[config.mk]
export PLATFORM = sky130hd
export DESIGN_NAME = fp_mul_pipe
export DESIGN_NICKNAME = d
export VERILOG_FILES = /design/src/rtl/fp_pkg.sv /design/src/rtl/fp_round_pack.sv /design/src/rtl/fp_mul_pipe.sv
export SDC_FILE = /design/constraint.sdc
export NUM_CORES = 2
export LEC_CHECK = 0
export ABC_AREA = 1
export BUFFER_PORTS_ARGS = -buffer_cell sky130_fd_sc_hd__buf_4
export CAP_MARGIN = 20
export CORE_MARGIN = 8
export CORE_UTILIZATION = 35
export CTS_CLUSTER_SIZE = 40
export DETAILED_ROUTE_END_ITERATION = 8
export PLACE_DENSITY = 0.49
export SLEW_MARGIN = 10
export SYNTH_ARGS = -nofsm -noshare
export SYNTH_HDL_FRONTEND = slang
export SYNTH_SLANG_ARGS = --single-unit
[constraint.sdc]
create_clock -name clk -period 9.1 [get_ports clk]
set_input_delay 0.91 -clock clk [delete_from_list [all_inputs] [get_ports clk]]
set_output_delay 0.91 -clock clk [all_outputs]
set_load 0.01 [all_outputs]
[src/rtl/fp_pkg.sv]
// ============================================================================
// Module  : fp_pkg
// Purpose : Shared floating-point constants, operand classes and helpers.
// Revision: 1.0 - initial release
// ============================================================================
`default_nettype none

package fp_pkg;

    localparam logic [1:0] RM_RNE = 2'd0;
    localparam logic [1:0] RM_RTZ = 2'd1;
    localparam logic [1:0] RM_RUP = 2'd2;
    localparam logic [1:0] RM_RDN = 2'd3;

    localparam int FLG_W         = 5;
    localparam int FLG_INVALID   = 4;
    localparam int FLG_DIVZERO   = 3;
    localparam int FLG_OVERFLOW  = 2;
    localparam int FLG_UNDERFLOW = 1;
    localparam int FLG_INEXACT   = 0;

    localparam int NAN_MAX_W = 128;

    typedef enum logic [2:0] {
        CLS_ZERO = 3'd0,
        CLS_INF  = 3'd1,
        CLS_QNAN = 3'd2,
        CLS_SNAN = 3'd3,
        CLS_NORM = 3'd4
    } fp_class_e;

    // Subnormals fold into CLS_ZERO (denormals-are-zero).
    function automatic fp_class_e classify(input logic exp_zero, input logic exp_ones,
                                           input logic frac_zero, input logic frac_msb);
        if (exp_zero)       return CLS_ZERO;
        else if (!exp_ones) return CLS_NORM;
        else if (frac_zero) return CLS_INF;
        else if (frac_msb)  return CLS_QNAN;
        else                return CLS_SNAN;
    endfunction

    function automatic logic [NAN_MAX_W-1:0] canon_nan(input int exp_w, input int man_w);
        logic [NAN_MAX_W-1:0] r;
        r = '0;
        for (int i = 0; i < exp_w; i++) r[man_w+i] = 1'b1;
        r[man_w-1] = 1'b1;
        return r;
    endfunction

endpackage

`default_nettype wire

[src/rtl/fp_round_pack.sv]
// ============================================================================
// Module  : fp_round_pack
// Purpose : Combinational round/pack of a normalised significand, with
//           overflow / flush-to-zero handling and exception flags.
// Revision: 1.0 - initial release
// ============================================================================
`default_nettype none

module fp_round_pack
    import fp_pkg::*;
#(
    parameter int EXP_W = 8,
    parameter int MAN_W = 23
) (
    input  logic                      sign_i,
    input  logic signed [EXP_W+1:0]   exp_i,
    input  logic [MAN_W:0]            mant_i,
    input  logic                      guard_i,
    input  logic                      sticky_i,
    input  logic [1:0]                rm_i,
    output logic [EXP_W+MAN_W:0]      z_o,
    output logic [FLG_W-1:0]          flags_o
);

    localparam logic signed [EXP_W+1:0] EXP_ONE  = (EXP_W+2)'(1);
    localparam logic signed [EXP_W+1:0] EXP_ZERO = '0;
    localparam logic signed [EXP_W+1:0] EXP_OVF  = (EXP_W+2)'(2**EXP_W - 1);

    logic                    inexact;
    logic                    inc;
    logic [MAN_W+1:0]        sum;
    logic [MAN_W-1:0]        frac_r;
    logic signed [EXP_W+1:0] exp_r;
    logic [EXP_W+MAN_W:0]    inf_z;
    logic [EXP_W+MAN_W:0]    maxf_z;

    always_comb begin
        inexact = guard_i | sticky_i;
        case (rm_i)
            RM_RNE:  inc = guard_i & (sticky_i | mant_i[0]);
            RM_RTZ:  inc = 1'b0;
            RM_RUP:  inc = inexact & ~sign_i;
            default: inc = inexact & sign_i;
        endcase

        sum = {1'b0, mant_i} + {{(MAN_W+1){1'b0}}, inc};
        // Carry-out only happens from an all-ones significand, so the
        // renormalised fraction is simply the upper bits of the sum.
        if (sum[MAN_W+1]) begin
            frac_r = sum[MAN_W:1];
            exp_r  = exp_i + EXP_ONE;
        end else begin
            frac_r = sum[MAN_W-1:0];
            exp_r  = exp_i;
        end

        inf_z  = {sign_i, {EXP_W{1'b1}}, {MAN_W{1'b0}}};
        maxf_z = {sign_i, {(EXP_W-1){1'b1}}, 1'b0, {MAN_W{1'b1}}};

        flags_o = '0;
        if (exp_r >= EXP_OVF) begin
            flags_o[FLG_OVERFLOW] = 1'b1;
            flags_o[FLG_INEXACT]  = 1'b1;
            case (rm_i)
                RM_RNE:  z_o = inf_z;
                RM_RTZ:  z_o = maxf_z;
                RM_RUP:  z_o = sign_i ? maxf_z : inf_z;
                default: z_o = sign_i ? inf_z : maxf_z;
            endcase
        end else if (exp_r <= EXP_ZERO) begin
            flags_o[FLG_UNDERFLOW] = 1'b1;
            flags_o[FLG_INEXACT]   = 1'b1;
            z_o = {sign_i, {(EXP_W+MAN_W){1'b0}}};
        end else begin
            flags_o[FLG_INEXACT] = inexact;
            z_o = {sign_i, exp_r[EXP_W-1:0], frac_r};
        end
    end

endmodule

`default_nettype wire

[src/rtl/fp_mul_pipe.sv]
// ============================================================================
// Module  : fp_mul_pipe
// Purpose : Three-stage pipelined IEEE-754 multiplier with valid/ready flow
//           control, run-time rounding mode and exception flags.
// Revision: 1.0 - initial release
// ============================================================================
`default_nettype none

module fp_mul_pipe
    import fp_pkg::*;
#(
    parameter int EXP_W = 8,
    parameter int MAN_W = 23
) (
    input  logic                   clk,
    input  logic                   rst_n,
    input  logic                   in_valid,
    output logic                   in_ready,
    input  logic [EXP_W+MAN_W:0]   in_a,
    input  logic [EXP_W+MAN_W:0]   in_b,
    input  logic [1:0]             in_rm,
    output logic                   out_valid,
    input  logic                   out_ready,
    output logic [EXP_W+MAN_W:0]   out_z,
    output logic [FLG_W-1:0]       out_flags
);

    localparam int W    = EXP_W + MAN_W + 1;
    localparam int EW   = EXP_W + 2;
    localparam int PW   = 2 * (MAN_W + 1);
    localparam int BIAS = 2**(EXP_W-1) - 1;
    localparam logic [W-1:0]         QNAN    = W'(canon_nan(EXP_W, MAN_W));
    localparam logic signed [EW-1:0] EXP_ONE = EW'(1);

    logic advance;

    // Stage 1 registers
    logic                 v1_q, sign1_q, spc1_q, spc_inv1_q;
    logic [W-1:0]         spc_z1_q;
    logic [PW-1:0]        prod1_q;
    logic signed [EW-1:0] exp1_q;
    logic [1:0]           rm1_q;

    // Stage 2 registers
    logic                 v2_q, sign2_q, spc2_q, spc_inv2_q, guard2_q, sticky2_q;
    logic [W-1:0]         spc_z2_q;
    logic [MAN_W:0]       mant2_q;
    logic signed [EW-1:0] exp2_q;
    logic [1:0]           rm2_q;

    // Output registers
    logic                 out_valid_q;
    logic [W-1:0]         out_z_q;
    logic [FLG_W-1:0]     out_flags_q;

    assign advance   = ~out_valid_q | out_ready;
    assign in_ready  = advance;
    assign out_valid = out_valid_q;
    assign out_z     = out_z_q;
    assign out_flags = out_flags_q;

    // ---------------- S1: unpack, classify, multiply ----------------
    logic [EXP_W-1:0]     ea, eb;
    logic [MAN_W-1:0]     fa, fb;
    fp_class_e            cls_a, cls_b;
    logic                 nan_a, nan_b, snan_any, inf_a, inf_b, zero_a, zero_b;
    logic                 sign1_d, spc1_d, spc_inv1_d;
    logic [W-1:0]         spc_z1_d;
    logic [PW-1:0]        prod1_d;
    logic signed [EW-1:0] exp1_d;

    always_comb begin
        ea = in_a[W-2:MAN_W];
        eb = in_b[W-2:MAN_W];
        fa = in_a[MAN_W-1:0];
        fb = in_b[MAN_W-1:0];
        cls_a = classify(ea == '0, &ea, fa == '0, fa[MAN_W-1]);
        cls_b = classify(eb == '0, &eb, fb == '0, fb[MAN_W-1]);
        nan_a    = (cls_a == CLS_QNAN) || (cls_a == CLS_SNAN);
        nan_b    = (cls_b == CLS_QNAN) || (cls_b == CLS_SNAN);
        snan_any = (cls_a == CLS_SNAN) || (cls_b == CLS_SNAN);
        inf_a    = (cls_a == CLS_INF);
        inf_b    = (cls_b == CLS_INF);
        zero_a   = (cls_a == CLS_ZERO);
        zero_b   = (cls_b == CLS_ZERO);

        sign1_d    = in_a[W-1] ^ in_b[W-1];
        spc1_d     = 1'b1;
        spc_inv1_d = 1'b0;
        spc_z1_d   = QNAN;
        if (nan_a || nan_b) begin
            spc_inv1_d = snan_any;
        end else if ((inf_a && zero_b) || (zero_a && inf_b)) begin
            spc_inv1_d = 1'b1;
        end else if (inf_a || inf_b) begin
            spc_z1_d = {sign1_d, {EXP_W{1'b1}}, {MAN_W{1'b0}}};
        end else if (zero_a || zero_b) begin
            spc_z1_d = {sign1_d, {(W-1){1'b0}}};
        end else begin
            spc1_d = 1'b0;
        end

        prod1_d = PW'({1'b1, fa}) * PW'({1'b1, fb});
        exp1_d  = EW'(ea) + EW'(eb) - EW'(BIAS);
    end

    // ---------------- S2: normalise ----------------
    logic [PW-1:0]        pn;
    logic [MAN_W:0]       mant2_d;
    logic                 guard2_d, sticky2_d;
    logic signed [EW-1:0] exp2_d;

    always_comb begin
        pn        = prod1_q[PW-1] ? prod1_q : {prod1_q[PW-2:0], 1'b0};
        mant2_d   = pn[PW-1 -: MAN_W+1];
        guard2_d  = pn[MAN_W];
        sticky2_d = |pn[MAN_W-1:0];
        exp2_d    = prod1_q[PW-1] ? exp1_q + EXP_ONE : exp1_q;
    end

    // ---------------- S3: round, pack, select specials ----------------
    logic [W-1:0]     rp_z;
    logic [FLG_W-1:0] rp_flags;
    logic [FLG_W-1:0] spc_flags;
    logic [W-1:0]     out_z_d;
    logic [FLG_W-1:0] out_flags_d;

    fp_round_pack #(
        .EXP_W (EXP_W),
        .MAN_W (MAN_W)
    ) u_round_pack (
        .sign_i   (sign2_q),
        .exp_i    (exp2_q),
        .mant_i   (mant2_q),
        .guard_i  (guard2_q),
        .sticky_i (sticky2_q),
        .rm_i     (rm2_q),
        .z_o      (rp_z),
        .flags_o  (rp_flags)
    );

    always_comb begin
        spc_flags = '0;
        spc_flags[FLG_INVALID] = spc_inv2_q;
        out_z_d     = '0;
        out_flags_d = '0;
        if (v2_q) begin
            out_z_d     = spc2_q ? spc_z2_q  : rp_z;
            out_flags_d = spc2_q ? spc_flags : rp_flags;
        end
    end

    always_ff @(posedge clk or negedge rst_n) begin
        if (!rst_n) begin
            v1_q        <= 1'b0;
            sign1_q     <= 1'b0;
            spc1_q      <= 1'b0;
            spc_inv1_q  <= 1'b0;
            spc_z1_q    <= '0;
            prod1_q     <= '0;
            exp1_q      <= '0;
            rm1_q       <= '0;
            v2_q        <= 1'b0;
            sign2_q     <= 1'b0;
            spc2_q      <= 1'b0;
            spc_inv2_q  <= 1'b0;
            spc_z2_q    <= '0;
            mant2_q     <= '0;
            guard2_q    <= 1'b0;
            sticky2_q   <= 1'b0;
            exp2_q      <= '0;
            rm2_q       <= '0;
            out_valid_q <= 1'b0;
            out_z_q     <= '0;
            out_flags_q <= '0;
        end else if (advance) begin
            v1_q        <= in_valid;
            sign1_q     <= sign1_d;
            spc1_q      <= spc1_d;
            spc_inv1_q  <= spc_inv1_d;
            spc_z1_q    <= spc_z1_d;
            prod1_q     <= prod1_d;
            exp1_q      <= exp1_d;
            rm1_q       <= in_rm;
            v2_q        <= v1_q;
            sign2_q     <= sign1_q;
            spc2_q      <= spc1_q;
            spc_inv2_q  <= spc_inv1_q;
            spc_z2_q    <= spc_z1_q;
            mant2_q     <= mant2_d;
            guard2_q    <= guard2_d;
            sticky2_q   <= sticky2_d;
            exp2_q      <= exp2_d;
            rm2_q       <= rm1_q;
            out_valid_q <= v2_q;
            out_z_q     <= out_z_d;
            out_flags_q <= out_flags_d;
        end
    end

endmodule

`default_nettype wire

==> metrics.sh <==
TIMING.CRITICAL_PATH.SLOWEST_CELL_DELAY_NS=0.57
CTS_INSERTED_BUFFERS=17
GRTUSAGEMET1_PCT=25.8
ENDPOINT_KIND='register'
GRT.TOTAL_USAGE_PCT=18.5
MIN-DELAY-PATH-CLASS='register to register'
DETAIL_ROUTE.VIAS_PER_CELL=4.66
LAYOUT_COMMONEST_CELL='inv_1'
POST-SYNTH-TOP-AREA-FRACTION_PCT=34.7
FLOORPLAN.ROWS=103
CRITICAL_PATH.MAX_FANOUT=25
DIE_AREA_UM2=88800
FIRSTDRTPASSITERS=5
SETUP-TNS-FINAL_NS=0
GLOBALROUTEMET3UTIL_PCT=2.81
YS.FLOP_TYPE='dfrtp_1'
FINAL_MAX_SLEW_VIOL_COUNT=0
POST_SYNTH_NUM_CELL_TYPES=55
CRIT_BUF_INV=6
DETAIL_ROUTE.WL_PER_CELL_UM=17.2
DRTANTENNAVIOLNETS=0
GLOBAL_ROUTE_WIRE_LENGTH_BEFORE_REPAIR_MM=132
DRT_ITER0_DRC=1242
CP.REQUIRED_NS=9.38
CTSHTREEMAXLEVEL=4
PIN_COUNT_OF_THE_BIGGEST_NET_ENTERING_GLOBAL_ROUTING=100
CLK_TRANSITION_REPORTED_PATHS_NS=0.06
GLOBAL_ROUTE.OVERFLOW_TOTAL=0
SYN_NETS=4406
CTS_TREE='done'
CLOCKROOTBUFFER='clkbuf_16'
FRACTION_OF_FINAL_LAYOUT_CELLS_WITH_DRIVE_STRENGTH_GREATER_THAN_1_PCT=5.30
GRT.MET2_USAGE_PCT=30.1
PATH_DELAY_FAMILY='adder cells'
CP_COMMON_CELL='fa_1'
REPORT.FINAL.SETUP_VIOL=0
IOS=109
FLOW.AREA_GROWTH_FROM_SYNTHESIS_PCT=7.89
FINAL_HOLD_FAILS=0
INITIAL_ANTENNA_VIOLATION_COUNT=3
CTS.SINK_COUNT=149
PLACE.PORT_BUFFERS=107
YS_SEQ_AREA_SHARE_PCT=13.4
CTS.PATH.MAX_BUFFERS=2
BIGGEST_AREA_CONSUMER_AMONG_SYNTHESIZED_CELLS='fa_1'
DIE_WIDTH_UM=298
WARNINGS_SYNTHESIS=0
ROUTE.FINAL.WIRE_LENGTH_MM=81.1
CHIPHEIGHT_UM=298
HOLDBUFCOUNTCTS=0
RSZ0062_AT_GRT='false'
STARTING_DENSITY_OF_THE_CORE_PCT=35.3
CRIT_TYPE='input pin to register'
YS_SEQ_ELEMENTS=149
POST_CTS.REPAIR.SETUP_BUFFERS=0
GPL.FINAL_WEIGHTED_CONGESTION=0.884
SETUP.WORST_PATH.START_CLASS='input pin'
TIMING.SLEW.HEADROOM_PCT=36.3
SYNTH_CELLS=3659
ASYNC_RESET_FF_SHARE_PCT=100
WORST-SLEW-PIN-TRANSITION_NS=0.955
CTSRESIZECOUNT=0
GR-MAX-USAGE-LAYER='met2'
VIAS_IN_THE_FIRST_GLOBAL_ROUTE=23428
WORST_EP_ARRIVAL_TIME_NS=7.46
SYNTH.TOP_CELLS.BY_AREA='fa_1, inv_1, dfrtp_1'
UTILIZATION_AFTER_LAYOUT_PCT=38.1
MOST-COMMON-LAYOUT-CELLS='inv_1, nand2_1, fa_1'
CAP_VIOLATIONS=0
DR_VIAS=21943
CLOCK_LATENCY_NS=0.44
POST_SYNTHESIS_AREA_PER_INSTANCE_UM2=7.61
STATUS='completed'
WHS_NS=0.480
CRIT_SLOWEST_CELL='fa_1'
REMAINING_DRC_ERRORS=0
FINALCRITICALPERIOD_NS=7.19
FINALCRITPERIODSHARE_PCT=79.0
SYNTH-EDFF-COUNT=0
SYNTH_AREA_UM2=27800
FMAXACHIEVABLE_MHz=139
TIMING.CRITICAL_PATH.CELLS='buf_4 -> nand2_1 -> fa_1 -> inv_1 -> fa_1 -> inv_1 -> fa_1 -> fa_1 -> inv_1 -> fa_1 -> fa_1 -> inv_1 -> fa_1 -> inv_1 -> ha_1 -> a21oi_1 -> o21ai_0 -> a21oi_1 -> nor3b_1 -> o21ai_0 -> xnor2_1 -> o21ai_0'
NUM-NETS-FINAL=4393
FIN_WORST_SKEW_NS=0.0208
DETAILED_PLACE_HPWL_MM=64.2
CORE_AREA_UM2=78900
## cell usage after synthesis, drive strengths merged, types with 3 or more instances
cell type  number
buf            12
nand3b          5
nand3         103
nor2          144
xnor2          19
o211ai         14
clkbuf        133
o21bai          6
or2             8
fa            483
nand2         955
o22ai           3
ha            194
dfrtp         149
a31oi          17
o21ai         156
nor3           24
a21oi         105
a21o            9
and3            3
nor4           20
inv          1012
a21boi          4
xor2           34
nand4          22
o31ai           6
## kinds of logic (layout without fill, tap and decap cells)
| kind of cell | after synthesis | after routing | synth area share [%] |
|---|---|---|---|
| AND/OR/NAND/NOR | 1288 | 1288 | 18.8 |
| buffers and inverters | 1159 | 1159 | 15.8 |
| adder cells (fa/ha/maj) | 677 | 677 | 43.4 |
| AO/OA/AOI/OAI | 331 | 331 | 6.89 |
| flip-flops | 149 | 149 | 13.4 |
| XOR/XNOR | 53 | 53 | 1.67 |
| other | 1 | 2 | 0.0135 |
| multiplexers | 1 | 1 | 0.0360 |
## path summary, 6_finish.rpt
kind	from	end	slack [ns]	depth (start not counted)
max in group asynchronous	rst_n	exp1_q[4]$_DFFE_PN0P_	7.25	2
max reg2reg	rm2_q[1]$_DFFE_PN0P_	out_z[19]$_DFFE_PN0P_	4.53	19
min in group asynchronous	rst_n	out_z[18]$_DFFE_PN0P_	0.57	1
max	in_a[17]	prod1_q[30]$_DFFE_PN0P_	1.91	22
min	out_z[19]$_DFFE_PN0P_	out_z[19]$_DFFE_PN0P_	0.48	2
min reg2reg	out_z[19]$_DFFE_PN0P_	out_z[19]$_DFFE_PN0P_	0.48	2
## tightest hold or removal path: cells and delay by family, from the launching register on
family | cells | cell delay (ns)
AND/OR/NAND/NOR | 2 | 0.11
flip-flops | 1 | 0.34
## routing by layer
layer  up-vias  wire length, µm
li1      10668                -
met1     10717            38500
met2       485            36500
met3        69             4430
met4         4             1610
met5         -               23
## cell type report
class | instances | area [µm²]
clock inverters | 15 | 164
repair buffers | 113 | 872
multi-input cells | 2351 | 19700
fillers | 8557 | 48800
inverters | 1014 | 3810
diodes | 1 | 2.50
well taps | 1050 | 1310
clock buffers | 17 | 425
flip-flops and latches | 149 | 3730
## registers in the layout (all words and copies together), names as in the netlist, 2 cells and up
| register | count |
|---|---|
| prod1_q | 48 |
| out_flags | 4 |
| mant2_q | 24 |
| exp1_q | 10 |
| spc_z2_q | 3 |
| spc_z1_q | 3 |
| exp2_q | 10 |
| rm1_q | 2 |
| rm2_q | 2 |
| out_z | 32 |
## metrics by stage
| stage | setup WS [ns] | cells | instance area, µm² |
|---|---|---|---|
| finish | 1.91 | 4710 | 30000 |
| global route | 1.65 | 4710 | 30000 |
| CTS | 1.94 | 4708 | 30000 |
| detailed placement | 1.49 | 4676 | 29400 |
| global placement | 1.42 | 4676 | 29400 |
| floorplan | 2.25 | 3659 | 27800 |
Power is left out: the tool's default activity adds up to more than one toggle a clock period on the data nets, which glitch-free logic cannot reach.
